===== src/rtl/jingle_player.sv =====
// rtl/jingle_player.sv - success/fail melody sequencer driving piezo tone code and LED mirror.
// Optional feature: define JINGLE_RETRIGGER_EN to let a trigger restart a running jingle.
module jingle_player #(
    parameter int CLK_DIV    = 5000000,
    parameter int NOTE_TICKS = 2,
    parameter int GAP_TICKS  = 2,
    parameter int MAX_LEN    = 8,
    parameter int LEN_W      = 4,
    parameter int NOTE_W     = 4
) (
    input  logic              clk,
    input  logic              reset,
    input  logic              success,
    input  logic              fail,
    input  logic [LEN_W-1:0]  melody_len,
    output logic [NOTE_W-1:0] piezo_out,
    output logic [NOTE_W-1:0] led_out,
    output logic              busy,
    output logic              done
);

    localparam int DIV_W    = $clog2(CLK_DIV);
    localparam int TICK_MAX = (NOTE_TICKS > GAP_TICKS) ? NOTE_TICKS : GAP_TICKS;
    localparam int TICK_W   = (TICK_MAX > 1) ? $clog2(TICK_MAX) : 1;

    localparam logic [DIV_W-1:0]  DIV_LAST  = DIV_W'(CLK_DIV - 1);
    localparam logic [TICK_W-1:0] NOTE_LAST = TICK_W'(NOTE_TICKS - 1);
    localparam logic [TICK_W-1:0] GAP_LAST  = TICK_W'(GAP_TICKS - 1);
    localparam logic [LEN_W-1:0]  MAX_L     = LEN_W'(MAX_LEN);

`ifdef JINGLE_RETRIGGER_EN
    localparam logic RETRIGGER = 1'b1;
`else
    localparam logic RETRIGGER = 1'b0;
`endif

    typedef enum logic [1:0] {
        IDLE = 2'd0,
        NOTE = 2'd1,
        GAP  = 2'd2
    } state_t;

    state_t             state;
    logic               mode_fail;
    logic [LEN_W-1:0]   len_q;
    logic [LEN_W-1:0]   idx;
    logic [DIV_W-1:0]   div_cnt;
    logic [TICK_W-1:0]  tick_cnt;

    logic               trigger;
    logic               accept;
    logic               tick_end;
    logic [LEN_W-1:0]   start_len;

    // Success climbs 1..L; fail descends L+1..2.
    function automatic logic [NOTE_W-1:0] tone_of(input logic m_fail,
                                                  input logic [LEN_W-1:0] l,
                                                  input logic [LEN_W-1:0] k);
        if (m_fail)
            return NOTE_W'(l) + NOTE_W'(1) - NOTE_W'(k);
        else
            return NOTE_W'(k) + NOTE_W'(1);
    endfunction

    always_comb begin
        trigger  = success | fail;
        accept   = trigger & ((state == IDLE) | RETRIGGER);
        tick_end = (div_cnt == DIV_LAST);
        if (melody_len == '0)
            start_len = LEN_W'(1);
        else if (melody_len > MAX_L)
            start_len = MAX_L;
        else
            start_len = melody_len;
    end

    always_ff @(posedge clk or posedge reset) begin
        if (reset) begin
            state     <= IDLE;
            mode_fail <= 1'b0;
            len_q     <= '0;
            idx       <= '0;
            div_cnt   <= '0;
            tick_cnt  <= '0;
            piezo_out <= '0;
            busy      <= 1'b0;
            done      <= 1'b0;
        end else begin
            done <= 1'b0;
            if (accept) begin
                state     <= NOTE;
                mode_fail <= fail;
                len_q     <= start_len;
                idx       <= '0;
                div_cnt   <= '0;
                tick_cnt  <= '0;
                piezo_out <= tone_of(fail, start_len, '0);
                busy      <= 1'b1;
            end else begin
                case (state)
                    IDLE: begin
                        div_cnt  <= '0;
                        tick_cnt <= '0;
                    end
                    NOTE: begin
                        div_cnt <= tick_end ? '0 : div_cnt + 1'b1;
                        if (tick_end) begin
                            if (tick_cnt == NOTE_LAST) begin
                                tick_cnt  <= '0;
                                state     <= GAP;
                                piezo_out <= '0;
                            end else begin
                                tick_cnt <= tick_cnt + 1'b1;
                            end
                        end
                    end
                    GAP: begin
                        div_cnt <= tick_end ? '0 : div_cnt + 1'b1;
                        if (tick_end) begin
                            if (tick_cnt == GAP_LAST) begin
                                tick_cnt <= '0;
                                if (idx == len_q - 1'b1) begin
                                    state <= IDLE;
                                    busy  <= 1'b0;
                                    done  <= 1'b1;
                                    idx   <= '0;
                                end else begin
                                    state     <= NOTE;
                                    idx       <= idx + 1'b1;
                                    piezo_out <= tone_of(mode_fail, len_q, idx + 1'b1);
                                end
                            end else begin
                                tick_cnt <= tick_cnt + 1'b1;
                            end
                        end
                    end
                    default: begin
                        state <= IDLE;
                        busy  <= 1'b0;
                    end
                endcase
            end
        end
    end

    assign led_out = piezo_out;

endmodule

===== config.mk =====
export PLATFORM = sky130hd
export DESIGN_NAME = jingle_player
export DESIGN_NICKNAME = d
export VERILOG_FILES = /design/src/rtl/jingle_player.sv
export SDC_FILE = /design/constraint.sdc
export NUM_CORES = 1
export LEC_CHECK = 0
export BUFFER_PORTS_ARGS = -buffer_cell sky130_fd_sc_hd__buf_2
export CAP_MARGIN = 25
export CORE_ASPECT_RATIO = 1.4
export CORE_MARGIN = 5
export CORE_UTILIZATION = 60
export DETAILED_ROUTE_END_ITERATION = 12
export PLACE_DENSITY = 0.9
export RECOVER_POWER = 100
export SLEW_MARGIN = 25
export SYNTH_ARGS = -nofsm -noshare
export SYNTH_HDL_FRONTEND = slang
export SYNTH_SLANG_ARGS = --single-unit

===== constraint.sdc =====
create_clock -name clk -period 7 [get_ports clk]
set_input_delay 1.4 -clock clk [delete_from_list [all_inputs] [get_ports clk]]
set_output_delay 1.4 -clock clk [all_outputs]
set_load 0.005 [all_outputs]

==> results.sh, run 1 <==
export IMPL_seq_area_frac_synth_pct=41.1
export IMPL_synth_nets=288
export IMPL_syn_area_um2=2490
export IMPL_worstMarginPinSlew_ns=2.22
export IMPL_insertion_delay_ns=0.30
export IMPL_drt_iter0_drc=125
export IMPL_crit_family="simple AND/OR/NAND/NOR gates"
export IMPL_cp_num_buf_inv=0
export IMPL_drt_first_pass_iters=5
export IMPL_power_density_nw_per_um2=177
export IMPL_r2r_start="div_cnt[12]$_DFFE_PP0P_"
export IMPL_setup_ws_ns=3.41
export IMPL_utilization_pct=67.8
export IMPL_ys_ff_latch=41
export IMPL_htreeDepth=2
export IMPL_coreArea_um2=3990
export IMPL_cts_sinks=41
export IMPL_r2r_slack_ns=3.41
export IMPL_yosys_warnings=0
export IMPL_max_freq_mhz=278
export IMPL_clkTransAtPathRegs_ns=0.09
export IMPL_placedCellCount=317
export IMPL_slew_violations=42
export IMPL_ys_types=46
export IMPL_drive_gt1_share_pct=12.1
export IMPL_synth_top_area_share_pct=41.1
export IMPL_hold_start="led_out[3]$_DFFE_PP0P_"
export IMPL_critPathMaxStageDelay_ns=0.95
export IMPL_cp_slowest_cell="nor4_1"
export IMPL_grt_pass1_wl_um=8870
export IMPL_die_area_um2=5570
export IMPL_cts_max_path_buffers=2
export IMPL_cts_resized=0
export IMPL_port_buffers=17
export IMPL_cap_viol_max_count=1
export IMPL_holdPathEnd="led_out[3]$_DFFE_PP0P_"
export IMPL_setup_tns_ns=0
export IMPL_vdd_drop_max_v=0.000133
export IMPL_fin_area_um2=2700
export IMPL_cts_hold_fix_buffers=0
export IMPL_arrival_ns=3.73
export IMPL_hpwlAfterDp_um=3650
export IMPL_synthTopCellsByCount="dfrtp_1, nor2_1, nand2_1"
export IMPL_die_y_um=86.3
export IMPL_start_kind="flip-flop"
export IMPL_setup_violations=0
export IMPL_path_max_fanout=19
export IMPL_min_path_type="flip-flop to flip-flop"
export IMPL_num_nets_final=303
export IMPL_diodes=0
export IMPL_worst_path_most_repeated_cell="nor2_1"
export IMPL_place_area_um2=2590
export IMPL_synth_edf_count=0
export IMPL_ff2ff_path_depth=5
export IMPL_instances_no_fill=325
export IMPL_root_buffer="clkbuf_8"
export IMPL_synth_area_leaders="dfrtp_1, ha_1, xor2_1"
export IMPL_synthArstFlopShare_pct=100
export IMPL_cts_tree="done"
export IMPL_slew_headroom_pct=-48.0
export IMPL_fill_cells=290
export IMPL_rsz0062_at_grt="no"
export IMPL_cellLeakagePower_nw=1.34
export IMPL_finalHoldViolCount=0
export IMPL_grt_usage_pct=20.2
export IMPL_required_ns=7.14
export IMPL_period_needed_ns=3.59
export IMPL_numCtsBuffers=5
export IMPL_row_count=27
export IMPL_hold_worst_slack_ns=0.535
export IMPL_areaGrowthSynthToFinish_pct=8.27
export IMPL_fin_crit_sh_pct=51.3
export IMPL_grt_start_max_net_pins=42
export IMPL_wl_per_cell_um=15.6
export IMPL_routed_via_density=6.00
export IMPL_drt_antenna_violating_nets=0
export IMPL_critical_path_class="flip-flop to flip-flop"
export IMPL_cp_cell_sequence="or4b_2, nor4_1, a21oi_1, nor2_1, nor2_1"
export IMPL_holdPathStages=2
export IMPL_postCtsSetupBuffers=0
export IMPL_die_w_um=64.5
export IMPL_syn_avg_cell_area_um2=9.38
export IMPL_status="finished with violations"
export IMPL_grt_pass1_vias=1979
export IMPL_ys_flop_type="dfrtp_1"
export IMPL_grt_overflow=0
export IMPL_rr_endpoint="div_cnt[5]$_DFFE_PP0P_"
export IMPL_drc=0
export IMPL_gp_congestion=0.838
export IMPL_total_power_uw=479
export IMPL_yosysMostFrequentCell="dfrtp_1"
export IMPL_violations="capacitance limit, slew limit"
export IMPL_finClkSkew_ns=0.00677
export IMPL_synthCells=266
export IMPL_endpoint_kind="flip-flop"
export IMPL_num_io_pins=18
export IMPL_place_ws_ns=3.82
export IMPL_routed_wl_um=5060
export IMPL_initial_core_util_pct=62.6
export IMPL_synth_largest_area_cell="dfrtp_1"
export IMPL_antenna_found_initial=0
export IMPL_num_vias=1950
power breakdown:
| part | switching [mW] | leakage (nW) | internal (mW) |
|---|---|---|---|
| clock network | 0.0881 | 0.0687 | 0.144 |
| registers | 0 | 0.517 | 0.237 |
| logic | 0.00797 | 0.756 | 0.00267 |
| total | 0.0961 | 1.34 | 0.383 |
worst register-to-register path: cells and delay by family, from the launching register on:
family           cells  cell delay, ns
flip-flops           1            0.41
AND/OR/NAND/NOR      4            2.73
AO/OA/AOI/OAI        1            0.30
worst max-delay path by stage:
stage                                 start                 endpoint  slack [ns]  cells past startpoint
floorplan                              fail   div_cnt[2]$_DFFE_PP0P_        4.17                      5
global placement                       fail   div_cnt[2]$_DFFE_PP0P_        3.89                      6
detailed placement                     fail   div_cnt[2]$_DFFE_PP0P_        3.82                      6
CTS                                    fail   div_cnt[2]$_DFFE_PP0P_        4.12                      6
global route        div_cnt[13]$_DFFE_PP0P_  div_cnt[16]$_DFFE_PP0P_        3.02                      5
finish              div_cnt[12]$_DFFE_PP0P_   div_cnt[5]$_DFFE_PP0P_        3.41                      5
sequential cells by signal, summed over array words and instances (netlist names):
name / count
busy: 1
div_cnt: 23
done: 1
idx: 4
led_out: 4
len_q: 4
mode_fail: 1
state: 2
tick_cnt: 1
area by class of cell:
class,count,area (um2),area share (%)
clock buffer,5,68.8,2.55
timing repair buffer,18,83.8,3.10
tap,43,53.8,1.99
sequential,41,1030,38.0
clock inverter,3,68.8,2.55
inverter,14,52.6,1.95
multi-input combinational,201,1350,49.9
cells in the final DEF (no fill, tap or decap), types with 2 or more instances in the layout:
cell	instances
and3_1	4
clkbuf_1	5
and3_2	2
o21a_1	3
o21ai_0	12
a31oi_1	3
nor2_1	32
xnor2_1	11
dfrtp_1	41
xor2_1	17
a21oi_1	12
nand3_1	9
or4b_2	2
ha_1	13
inv_1	14
mux2_2	4
mux2i_1	2
nor3_1	7
nand4_1	10
nor2b_1	2
buf_2	13
or4b_1	2
clkbuf_8	5
or3_2	2
nand2_1	29
nor4_1	4
a21boi_0	2
or4_1	2
bufinv_16	2
kinds of logic (layout without fill, tap and decap cells):
group | count (synthesis) | in the layout | synth area share (%)
AOI/OAI and AO/OA | 39 | 39 | 9.38
xor gates and xnor gates | 30 | 30 | 11.7
adders and majority gates | 14 | 14 | 7.32
buffers and inverters | 24 | 40 | 4.26
DFF | 41 | 41 | 41.1
muxes | 6 | 6 | 2.61
and+or+nand+nor | 112 | 112 | 23.6
per-layer routing:
layer | GRT usage, % | vias to the layer above | part of all wire (%)
met5 | 0 | - | 0
met1 | 23.1 | 922 | 41
met2 | 35.8 | 60 | 52
met4 | 10.4 | 0 | 3.6
li1 | - | 953 | -
met3 | 3.76 | 15 | 4.2
No activity file was read; power rests on OpenSTA's default activity.
==> inputs of run 2 (changes only) <==
ABC_AREA = 1   (was unset)
CORE_UTILIZATION = 55   (was 60)
PLACE_DENSITY = 0.87   (was 0.9)
clock period = 3.1 ns   (was 7 ns; I/O delays follow)
==> results.sh, run 2 <==
export IMPL_drive_gt1_share_pct=10.4
export IMPL_root_buffer="clkbuf_8"
export IMPL_wl_per_cell_um=12.6
export IMPL_grt_overflow=0
export IMPL_grt_pass1_vias=2404
export IMPL_max_freq_mhz=389
export IMPL_seq_area_frac_synth_pct=37.8
export IMPL_yosysMostFrequentCell="nand2_1"
export IMPL_r2r_slack_ns=0.53
export IMPL_holdPathEnd="led_out[0]$_DFFE_PP0P_"
export IMPL_routed_via_density=5.23
export IMPL_drt_first_pass_iters=4
export IMPL_die_y_um=93.1
export IMPL_fin_crit_sh_pct=83.0
export IMPL_worst_path_most_repeated_cell="nand2_1"
export IMPL_num_vias=2397
export IMPL_period_needed_ns=2.57
export IMPL_power_frac_clock_pct=37.9
export IMPL_row_count=30
export IMPL_num_nets_final=415
export IMPL_synthTopCellsByCount="nand2_1, inv_1, nor2_1"
export IMPL_die_area_um2=6460
export IMPL_mostFrequentLayoutCell="nand2_1"
export IMPL_switching_share_pct=21.9
export IMPL_yosys_warnings=0
export IMPL_vdd_drop_max_v=0.000302
export IMPL_routed_wl_um=5780
export IMPL_rsz0062_at_grt="no"
export IMPL_ff2ff_path_depth=12
export IMPL_gp_congestion=0.944
export IMPL_cts_sinks=41
export IMPL_arrival_ns=2.81
export IMPL_internal_power_uw=701
export IMPL_endpoint_kind="flip-flop"
export IMPL_r2r_start="state[0]$_DFFE_PP0P_"
export IMPL_ys_flop_type="dfrtp_1"
export IMPL_hold_start="led_out[0]$_DFFE_PP0P_"
export IMPL_status="finished with violations"
export IMPL_worstMarginPinSlew_ns=2.15
export IMPL_syn_area_um2=2720
export IMPL_port_buffers=17
export IMPL_crit_family="simple AND/OR/NAND/NOR gates"
export IMPL_finClkSkew_ns=0.00986
export IMPL_place_area_um2=2850
export IMPL_place_ws_ns=0.584
export IMPL_hpwlAfterDp_um=4580
export IMPL_power_switching_uw=197
export IMPL_share_comb_of_total_power_pct=2.6
export IMPL_layout_common_cells="nand2_1, inv_1, nor2_1, dfrtp_1, o21ai_0"
export IMPL_postCtsSetupBuffers=0
export IMPL_grt_usage_pct=19.0
export IMPL_cap_viol_max_count=1
export IMPL_antenna_found_initial=0
export IMPL_synth_top_area_share_pct=37.8
export IMPL_areaGrowthSynthToFinish_pct=6.82
export IMPL_finalHoldViolCount=0
export IMPL_setup_tns_ns=0
export IMPL_numCtsBuffers=5
export IMPL_setup_violations=0
export IMPL_ys_ff_latch=41
export IMPL_largest_register_ff_count=23
export IMPL_drt_antenna_violating_nets=0
export IMPL_cts_resized=0
export IMPL_syn_avg_cell_area_um2=7.28
export IMPL_holdPathStages=2
export IMPL_drt_iter0_drc=162
export IMPL_cts_tree="done"
export IMPL_path_max_fanout=14
export IMPL_clkTransAtPathRegs_ns=0.08
export IMPL_cp_num_buf_inv=4
export IMPL_rr_endpoint="led_out[3]$_DFFE_PP0P_"
export IMPL_synth_nets=395
export IMPL_htreeDepth=2
export IMPL_initial_core_util_pct=56.5
export IMPL_fin_area_um2=2900
export IMPL_synthCells=373
export IMPL_critPathMaxStageDelay_ns=0.49
export IMPL_grt_start_max_net_pins=42
export IMPL_slew_violations=42
export IMPL_cp_slowest_cell="clkbuf_1"
export IMPL_required_ns=3.34
export IMPL_drc=0
export IMPL_synthArstFlopShare_pct=100
export IMPL_power_frac_seq_pct=59.6
export IMPL_coreArea_um2=4800
export IMPL_fill_cells=472
export IMPL_synth_edf_count=0
export IMPL_top_register="div_cnt"
export IMPL_critical_path_class="flip-flop to flip-flop"
export IMPL_power_density_nw_per_um2=309
export IMPL_min_path_type="flip-flop to flip-flop"
export IMPL_cp_cell_sequence="inv_1, ha_1, o21ai_0, clkbuf_1, inv_1, nor2_1, inv_1, nand2_1, nand2_1, nand2_1, nand2_1, nand2_1"
export IMPL_slew_headroom_pct=-43.5
export IMPL_num_io_pins=18
export IMPL_synth_area_leaders="dfrtp_1, nand2_1, inv_1"
export IMPL_violations="capacitance limit, slew limit"
export IMPL_multi_input_area_um2=1420
export IMPL_cts_hold_fix_buffers=0
export IMPL_start_kind="flip-flop"
export IMPL_die_w_um=69.4
export IMPL_grt_pass1_wl_um=10000
export IMPL_regArea_um2=1030
export IMPL_ys_types=30
export IMPL_cts_max_path_buffers=2
export IMPL_insertion_delay_ns=0.29
export IMPL_diodes=0
export IMPL_cellLeakagePower_nw=1.48
export IMPL_setup_ws_ns=0.527
export IMPL_synth_largest_area_cell="dfrtp_1"
run 2: changes by cell type in the layout (fill, tap and decap cells not counted), sizes merged, moves of 6 or more:
cell / delta
xor2: -10
nand3: +16
o21ai: +12
and3: -6
xnor2: -7
inv: +39
nor2: +27
nand2: +79
run 2: how the worst max path moves through the flow:
stage                                     from                      end  cells after the start
final                     state[0]$_DFFE_PP0P_   led_out[3]$_DFFE_PP0P_                     12
after global routing                     reset  div_cnt[17]$_DFFE_PP0P_                      3
after CTS                   idx[0]$_DFFE_PP0P_   led_out[3]$_DFFE_PP0P_                     18
after detailed placement    idx[0]$_DFFE_PP0P_   led_out[3]$_DFFE_PP0P_                     18
after global placement      idx[0]$_DFFE_PP0P_   led_out[3]$_DFFE_PP0P_                     18
after floorplan             idx[0]$_DFFE_PP0P_   led_out[3]$_DFFE_PP0P_                     18
run 2: per-stage QoR:
stage	power [mW]	hold WS (ns)	util, %	instances
finish	0.897	0.495	60.4	458
global route	0.937	0.519	60.4	458
CTS	0.913	0.460	61.0	458
detailed placement	0.570	0.479	59.4	450
global placement	0.569	0.473	59.4	450
floorplan	0.559	0.479	-	373
run 2: power groups by stage:
stage / sequential [mW] / clock [mW] / combinational [mW]
after floorplan: 0.545 / 0 / 0.0136
after global placement: 0.545 / 0 / 0.0239
after detailed placement: 0.545 / 0 / 0.0247
after CTS: 0.534 / 0.354 / 0.0249
after global routing: 0.534 / 0.375 / 0.0271
final: 0.534 / 0.340 / 0.0231
run 2: logic make-up after synthesis:
| family | share of synthesized area (%) |
|---|---|
| AND/OR/NAND/NOR | 35.0 |
| buffers and inverters | 9.22 |
| flip-flops | 37.8 |
| AO/OA/AOI/OAI | 7.74 |
| adder cells (fa/ha/maj) | 6.73 |
| XOR/XNOR | 3.55 |
run 2: worst register-to-register path, stage by stage (launching register included):
cell	delay, ns
dfrtp_1	0.40
inv_1	0.09
ha_1	0.23
o21ai_0	0.08
clkbuf_1	0.49
inv_1	0.25
nor2_1	0.41
inv_1	0.08
nand2_1	0.11
nand2_1	0.11
nand2_1	0.13
nand2_1	0.07
nand2_1	0.07
run 2: cell type report:
type	instances	share of cell area, %
Sequential cell	41	35.4
Tap cell	64	2.76
Clock buffer	8	2.76
Inverter	55	7.16
Timing Repair Buffer	19	2.98
Multi-Input combinational cell	271	49.0
run 2: layer usage:
layer,vias up,global-route usage (%),routed length [um]
li1,1204,-,-
met1,1108,18.5,2140
met2,60,36.5,3110
met3,25,4.09,198
met4,0,10.9,328
met5,-,0,0
